===== config.mk =====
export PLATFORM = sky130hd
export DESIGN_NAME = regfile_scan_reader_flat
export DESIGN_NICKNAME = d
export VERILOG_FILES = /design/src/rtl/regfile_scan_reader_if.sv /design/src/rtl/regfile_scan_reader.sv /design/src/flat_wrapper.sv
export SDC_FILE = /design/constraint.sdc
export NUM_CORES = 1
export LEC_CHECK = 0
export ABC_AREA = 1
export CAP_MARGIN = 20
export CELL_PAD_IN_SITES_DETAIL_PLACEMENT = 0
export CELL_PAD_IN_SITES_GLOBAL_PLACEMENT = 2
export CORE_UTILIZATION = 22
export CTS_BUF_LIST = sky130_fd_sc_hd__clkbuf_2 sky130_fd_sc_hd__clkbuf_4 sky130_fd_sc_hd__clkbuf_8
export CTS_CLUSTER_SIZE = 14
export DETAILED_ROUTE_END_ITERATION = 12
export GPL_TIMING_DRIVEN = 0
export PLACE_DENSITY = 0.79
export SYNTH_ARGS = -nofsm -noshare
export SYNTH_HDL_FRONTEND = slang
export SYNTH_SLANG_ARGS = --single-unit

===== constraint.sdc =====
create_clock -name clk -period 1.75 [get_ports clk]
set_clock_uncertainty 0.1 [all_clocks]
set_input_delay 0.2625 -clock clk [delete_from_list [all_inputs] [get_ports clk]]
set_output_delay 0.2625 -clock clk [all_outputs]
set_load 0.01 [all_outputs]

===== src/rtl/regfile_scan_reader_if.sv =====
// Output beat stream of the register-file scan reader: one register value
// tagged with its index, moved under a valid/ready handshake.
interface regfile_scan_reader_if #(
  parameter int DATA_W = 32,
  parameter int ADDR_W = 5
);
  // Handshake: the producer raises out_valid with out_data/out_reg and keeps
  // all three stable until a cycle where out_ready is also high; that rising
  // edge transfers the beat. out_ready may change freely and never depends on
  // a later beat.
  logic [DATA_W-1:0] out_data;
  logic [ADDR_W-1:0] out_reg;
  logic              out_valid;
  logic              out_ready;

  modport master (output out_data, output out_reg, output out_valid, input out_ready);
  modport slave  (input out_data, input out_reg, input out_valid, output out_ready);
endinterface


===== src/rtl/regfile_scan_reader.sv =====
// Walks a wrapping range of register indices through one register-file read
// port and streams each value out, tagged with its index.
module regfile_scan_reader #(
  parameter int DATA_W = 32,
  parameter int ADDR_W = 5
) (
  input  logic                 clk,
  input  logic                 rst,
  input  logic                 start,
  input  logic [ADDR_W-1:0]    first_reg,
  input  logic [ADDR_W-1:0]    last_reg,
  output logic [ADDR_W-1:0]    rf_read_reg,
  input  logic [DATA_W-1:0]    rf_read_data,
  input  logic                 rf_reg_write,
  input  logic [ADDR_W-1:0]    rf_write_reg,
  input  logic [DATA_W-1:0]    rf_write_data,
  regfile_scan_reader_if.master stream,
  output logic                 busy,
  output logic                 done,
  output logic [1:0]           state_dbg
);

  typedef enum logic [1:0] {
    IDLE = 2'd0,
    READ = 2'd1,
    HOLD = 2'd2
  } state_t;

  state_t            state;
  logic [ADDR_W-1:0] cur;
  logic [ADDR_W-1:0] last_q;
  logic [DATA_W-1:0] out_data_q;
  logic [ADDR_W-1:0] out_reg_q;
  logic              out_valid_q;
  logic              busy_q;
  logic              done_q;
  logic              bypass_hit;

  // A write landing on the index being read this cycle has not reached the
  // array yet, so its data is forwarded instead of the stale read value.
  assign bypass_hit = rf_reg_write && (rf_write_reg == cur);

  always_ff @(posedge clk or posedge rst) begin
    if (rst) begin
      state       <= IDLE;
      cur         <= '0;
      last_q      <= '0;
      out_data_q  <= '0;
      out_reg_q   <= '0;
      out_valid_q <= 1'b0;
      busy_q      <= 1'b0;
      done_q      <= 1'b0;
    end else begin
      done_q <= 1'b0;
      case (state)
        IDLE: begin
          if (start) begin
            cur    <= first_reg;
            last_q <= last_reg;
            busy_q <= 1'b1;
            state  <= READ;
          end
        end
        READ: begin
          out_data_q  <= bypass_hit ? rf_write_data : rf_read_data;
          out_reg_q   <= cur;
          out_valid_q <= 1'b1;
          state       <= HOLD;
        end
        HOLD: begin
          if (stream.out_ready) begin
            out_valid_q <= 1'b0;
            if (cur == last_q) begin
              busy_q <= 1'b0;
              done_q <= 1'b1;
              state  <= IDLE;
            end else begin
              // Index arithmetic wraps naturally at the ADDR_W boundary.
              cur   <= cur + ADDR_W'(1);
              state <= READ;
            end
          end
        end
        default: state <= IDLE;
      endcase
    end
  end

  assign rf_read_reg      = cur;
  assign stream.out_data  = out_data_q;
  assign stream.out_reg   = out_reg_q;
  assign stream.out_valid = out_valid_q;
  assign busy             = busy_q;
  assign done             = done_q;
  assign state_dbg        = state;

endmodule


===== src/flat_wrapper.sv =====
// flat-port wrapper written by rule: the top's interface ports become plain ports
module regfile_scan_reader_flat 
#(
  parameter int DATA_W = 32,
  parameter int ADDR_W = 5
)
  (clk, rst, start, first_reg, last_reg, rf_read_reg, rf_read_data, rf_reg_write, rf_write_reg, rf_write_data, busy, done, state_dbg, stream_out_data, stream_out_reg, stream_out_valid, stream_out_ready);
  regfile_scan_reader_if #(.DATA_W(DATA_W), .ADDR_W(ADDR_W)) stream_i ();
  input  logic clk;
  input  logic rst;
  input  logic start;
  input  logic [ADDR_W-1:0] first_reg;
  input  logic [ADDR_W-1:0] last_reg;
  output logic [ADDR_W-1:0] rf_read_reg;
  input  logic [DATA_W-1:0] rf_read_data;
  input  logic rf_reg_write;
  input  logic [ADDR_W-1:0] rf_write_reg;
  input  logic [DATA_W-1:0] rf_write_data;
  output logic busy;
  output logic done;
  output logic [1:0] state_dbg;
  output wire logic [$bits(stream_i.out_data)-1:0] stream_out_data;
  output wire logic [$bits(stream_i.out_reg)-1:0] stream_out_reg;
  output wire logic [$bits(stream_i.out_valid)-1:0] stream_out_valid;
  input wire logic [$bits(stream_i.out_ready)-1:0] stream_out_ready;
  assign stream_out_data = stream_i.out_data;
  assign stream_out_reg = stream_i.out_reg;
  assign stream_out_valid = stream_i.out_valid;
  assign stream_i.out_ready = stream_out_ready;
  regfile_scan_reader #(.DATA_W(DATA_W), .ADDR_W(ADDR_W)) u_core (.clk(clk), .rst(rst), .start(start), .first_reg(first_reg), .last_reg(last_reg), .rf_read_reg(rf_read_reg), .rf_read_data(rf_read_data), .rf_reg_write(rf_reg_write), .rf_write_reg(rf_write_reg), .rf_write_data(rf_write_data), .stream(stream_i), .busy(busy), .done(done), .state_dbg(state_dbg));
endmodule

==> metrics, run 1 <==
number of synthesized flops with an enable pin=0; post-synthesis cell area=0.00298 sq mm; max-slew violation count=0; Pint=4.14 mW; worst-case clock buffer depth=2; 1st-iter DRT viols=185; initial antenna violation count=0; gr usage total=0.141; Power Dens Cells=1450 mW/mm^2; CTS Buf Count=5; Simple-Gate Fraction of Synth Area=0.380; Slew headroom=0.651; crit path time final=1.70 ns; max incr delay on CP=0.56 ns; Worst-Margin Slew=0.523 ns; number of filler cells placed in the layout=1461; top cell type by total area after synthesis=dfrtp_1; status=finished clean; die height=118 um; H-tree Lvls=2; Static Leak=2.48 nW; global-route wire length before repair=15.5 mm; Die ar.=0.0140 sq mm; sequential cell area=0.00131 sq mm; Async SR Flop Fraction=1.00; hpwl dp=7.04 mm; number of antenna repair diodes=0; syn avg cell area=7.09 sq um; CP endpoint kind=output port; Crit Path Class=reg2out; Routed Antenna Nets=0; fin nets=650; NetSw=2.87 mW; Synth Area in XOR/XNOR=0.00883; count leader, synth=nand2_1; DP Area=0.00452 sq mm; WP buf/inv=1; routed vias/inst=4.24; commonest cells in the netlist=nand2_1 (153), inv_1 (78), dfrtp_1 (52), nand3_1 (39), nand4_1 (33); layout cell share with drive strength beyond 1=0.125; total power=7.01 mW; synthesized flop and latch total=52; Comb pwr share=0.555; routed wire length=9.79 mm; Hold Path Class=in2async; multi-input logic area=0.00129 sq mm; crit-path leading delay family=buffers and inverters; post-synthesis mux area share=0.00757; Post-Synth Adder-Cell Area=0.00420; GR Overflow Total=0; Synth Area in Compound Gates=0.0168; Buffers on Ports=130; clk slew on worst S/H paths=0.10 ns; number of global-route vias before repair=3082; Clock Power Share=0.135; Max Cap Violations=0; die width=118 um; r2r startpoint=u_core.rf_read_reg[0]; slowest cell on the critical path=clkdlybuf4s50_1; Clock Tree Root=clkbuf_8; switch share=0.409; critical path fanouts, max=5; Post-route DRC=0; Initial Util=0.225; Mapped Nets=505; Synth Instances=420; Worst-Skew Late Latency=0.32 ns; Peak VDD IR=0.000670 V; largest net degree at the start of global routing=34; Achievable Freq=587 MHz; RSZ-0062 raised after global routing=yes; GP Congestion=0.746; CTS tree=done; area grow syn2layout=62.0%; via count=3143; Core Area=0.0132 sq mm; worst endpoint required time=1.39 ns; Synth Flop Type=dfrtp_1; endpoints failing setup=0; crit path launch=u_core.rf_read_reg[4]; Pre-antenna DRT Iters=4; final count of hold timing violations=0; row cnt=42; clk sinks=52; critical path, cell by cell=clkdlybuf4s50_1; max reg flops=32; Core Util, Final=0.364; worst hold margin=0.170 ns; area share of the largest cell type after synthesis=0.437; sequential-to-total area share from yosys stat=0.437; yosys warns=0; fin area=0.00482 sq mm; I/O pin cnt=131; Sequential Power Share=0.310; largest family of logic cells by synthesized area=simple AND/OR/NAND/NOR gates; crit share post-route=0.974; worst path arrival time=1.34 ns; Wirelength per Cell=13.2 um; startpoint types=flip-flop; largest cells by area after synthesis=dfrtp_1 (44%), nand2_1 (19%), inv_1 (9.8%); Unique masters post-synth=25
## power groups by stage
stage                     combinational (mW)  clock, mW  sequential [mW]
after floorplan                         1.75          0             2.35
after global placement                  3.70          0             2.18
after detailed placement                3.75          0             2.18
after CTS                               3.76       1.00             2.17
after global routing                    4.32       1.03             2.25
final                                   3.89      0.943             2.17
## repair_timing
item / 4_1_cts / 5_1_grt
setup endpoints to repair: 3 / 40
setup buffers: 0 / 5
gates cloned: 0 / 2
hold buffers: 0 / 0
gates resized for setup: 3 / 35
pin swaps: 0 / 4
## layer usage
layer / global-route usage / wire length, um / vias up
met3: 0.0347 / 577 / 8
met1: 0.177 / 4460 / 1464
met5: 0 / 0 / -
met2: 0.233 / 4630 / 90
li1: - / - / 1581
met4: 0.0481 / 123 / 0
## layout by cell type (no fill, tap or decap), types with 3 or more instances in the layout
cell	netlist	final
nand2_1	153	139
clkdlybuf4s50_1	0	128
inv_1	78	77
dfrtp_1	52	49
nand3_1	39	37
nand4_1	33	33
nand2_2	3	17
nor2_1	11	10
buf_4	1	8
clkbuf_8	0	7
inv_2	6	6
clkbuf_1	7	6
buf_2	10	4
o21ai_0	4	4
buf_6	3	3
nor2_4	2	3
nand3_2	1	3
o21ai_1	3	3
a21oi_1	3	3
clkbuf_4	0	3
dfrtp_2	0	3
## cell type report
| cell class | instances | area share |
|---|---|---|
| well taps | 176 | 0.0457 |
| clock buffers | 7 | 0.0200 |
| multi-input cells | 263 | 0.269 |
| inverters | 84 | 0.0659 |
| repair buffers | 138 | 0.292 |
| plain buffers | 21 | 0.0306 |
| flip-flops and latches | 52 | 0.271 |
| clock inverters | 1 | 0.00623 |
## per-stage QoR
stage	std cells	TNS (ns)	setup slack, ns
2_1_floorplan	420	0	0.130
3_3_place_gp	726	-62.10	-1.09
3_5_place_dp	727	-6.05	-0.226
4_1_cts	735	0	0.00357
5_1_grt	742	-0.196	-0.0336
6_report	742	0	0.0457
## cells by family after synthesis
kind of cell / Yosys count
AOI/OAI and AO/OA: 10
buffers and inverters: 105
muxes: 2
adders and majority gates: 1
xor gates and xnor gates: 3
and+or+nand+nor: 247
DFF: 52
## path summary, 6_finish.rpt
check / to / slack [ns] / cells past startpoint
max: rf_read_reg[4] / 0.05 / 1
min in group clk: u_core.stream.out_reg[0] / 0.39 / 2
min reg2reg: u_core.stream.out_reg[0] / 0.39 / 2
min: u_core.stream.out_data[5] / 0.17 / 2
max reg2reg: u_core.stream.out_data[1] / 0.09 / 9
max in group asynchronous: u_core.rf_read_reg[1] / 0.80 / 3
No activity file was read; power rests on OpenSTA's default activity.
==> run 2, diff against run 1 <==
Settings changed: MAX_ROUTING_LAYER set to met4.
==> run 2 against run 1 <==
Effect of this change:
- core utilization decreased by 1.0 points
- combinational power down 4%
- hold slack is essentially flat
- die area did not move
- register-to-register slack about the same
==> metrics, run 2 (synthesized netlist as in run 1, its figures left out) <==
worst hold margin=0.170 ns; Buffers on Ports=130; Max Cap Violations=0; row cnt=42; Wirelength per Cell=13.0 um; sequential cell area=0.00131 sq mm; initial antenna violation count=0; Worst Slack Setup Final=0.0697 ns; max-slew violation count=0; CTS tree=done; dpl ws=-0.226 ns; H-tree Lvls=2; Clock Tree Root=clkbuf_8; crit path launch=u_core.state_dbg[1]; GR Overflow Total=0; Static Leak=2.43 nW; total power=6.86 mW; TNS Setup=0 ns; startpoint types=flip-flop; endpoints failing setup=0; critical path, cell by cell=clkdlybuf4s50_1; final count of hold timing violations=0; multi-input logic area=0.00125 sq mm; crit share post-route=0.960; hpwl dp=7.04 mm; Peak VDD IR=0.000683 V; Worst-Margin Slew=0.499 ns; clk slew on worst S/H paths=0.10 ns; final std cells w/o fill=736; RSZ-0062 raised after global routing=yes; Hold Path Class=in2async; Initial Util=0.225; number of filler cells placed in the layout=1471; crit path time final=1.68 ns; status=finished clean; max incr delay on CP=0.57 ns; area grow syn2layout=57.3%; gr usage total=0.145; Power Dens Cells=1470 mW/mm^2; r2r startpoint=u_core.rf_read_reg[0]; crit path capture=state_dbg[1]; global-route wire length before repair=15.5 mm; I/O pin cnt=131; stages on the worst setup path=1; largest net degree at the start of global routing=34; worst path arrival time=1.32 ns; WP buf/inv=1; number of global-route vias before repair=3082; 1st-iter DRT viols=202; Post-route DRC=0; layout cell share with drive strength beyond 1=0.0875; crit-path leading delay family=buffers and inverters; R2R setup slack=0.09 ns; Core Area=0.0132 sq mm; worst-case clock buffer depth=2; Reg2Reg Depth=8; routed vias/inst=4.20; via count=3091; Worst-Skew Late Latency=0.32 ns; CP endpoint kind=output port; Slew headroom=0.667; Achievable Freq=595 MHz; die width=118 um; fin nets=644; max reg flops=32; routed wire length=9.54 mm; slowest cell on the critical path=clkdlybuf4s50_1; Routed Antenna Nets=0; RR Endpoint=u_core.stream.out_data[10]; GP Congestion=0.755; Die ar.=0.0140 sq mm; critical path fanouts, max=3; number of antenna repair diodes=0; DP Cell Count=727; worst endpoint required time=1.39 ns; commonest non-fill, non-tap cells in the layout=nand2_1 (153), clkdlybuf4s50_1 (128), inv_1 (77); Crit Path Class=reg2out; commonest non-fill, non-tap cell in the layout=nand2_1; Pre-antenna DRT Iters=6; hold_buf cts=0; die height=118 um; clk sinks=52; CTS Buf Count=5
## run 2: cell types whose count changed in the layout (fill, tap and decap cells not counted)
cell | previous run | this run
buf_6 | 3 | 2
buf_8 | 2 | 1
buf_1 | 1 | 0
clkbuf_16 | 2 | 0
inv_2 | 6 | 7
inv_4 | 1 | 0
nand2_1 | 139 | 153
nand3_2 | 3 | 1
nand3_1 | 37 | 39
buf_4 | 8 | 6
clkbuf_1 | 6 | 7
nand2_2 | 17 | 3
## run 2: report_power, final
group	total [mW]	internal [mW]	switching, mW
clock	0.944	0.506	0.438
combinational	3.75	1.75	2.00
sequential	2.17	1.78	0.389
## run 2: through the flow
step | util | cell area [sq um]
2_1_floorplan | - | 2980
3_3_place_gp | 0.340 | 4500
3_5_place_dp | 0.341 | 4520
4_1_cts | 0.351 | 4650
5_1_grt | 0.354 | 4680
6_report | 0.354 | 4680
## run 2: area by class of cell
cell class,count,area share
plain buffers,21,0.0291
inverters,84,0.0673
multi-input cells,263,0.267
well taps,176,0.0470
clock buffers,7,0.0206
repair buffers,132,0.284
flip-flops and latches,52,0.279
clock inverters,1,0.00641
## run 2: how the worst min path moves through the flow
stage / start / endpoint / slack [ns] / cells past startpoint
2_1_floorplan: stream_out_ready / u_core.done / 0.27 / 2
3_3_place_gp: u_core.stream.out_data[23] / u_core.stream.out_data[23] / 0.36 / 2
3_5_place_dp: u_core.stream.out_reg[0] / u_core.stream.out_reg[0] / 0.36 / 2
4_1_cts: rst / u_core.stream.out_data[5] / 0.17 / 2
5_1_grt: rst / u_core.stream.out_data[5] / 0.19 / 2
6_report: rst / u_core.stream.out_data[5] / 0.17 / 2
## run 2: routing by layer
metal,global-route usage,wire [um],vias up
li1,-,-,1573
met4,0.0481,123,0
met5,-,0,-
met3,0.0314,519,8
met2,0.233,4470,87
met1,0.180,4420,1423
## run 2: timing repair
item / 4_1_cts / 5_1_grt
gates cloned: 0 / 0
setup buffers: 0 / 1
endpoints found under the setup margin: 3 / 40
resized for setup: 3 / 14
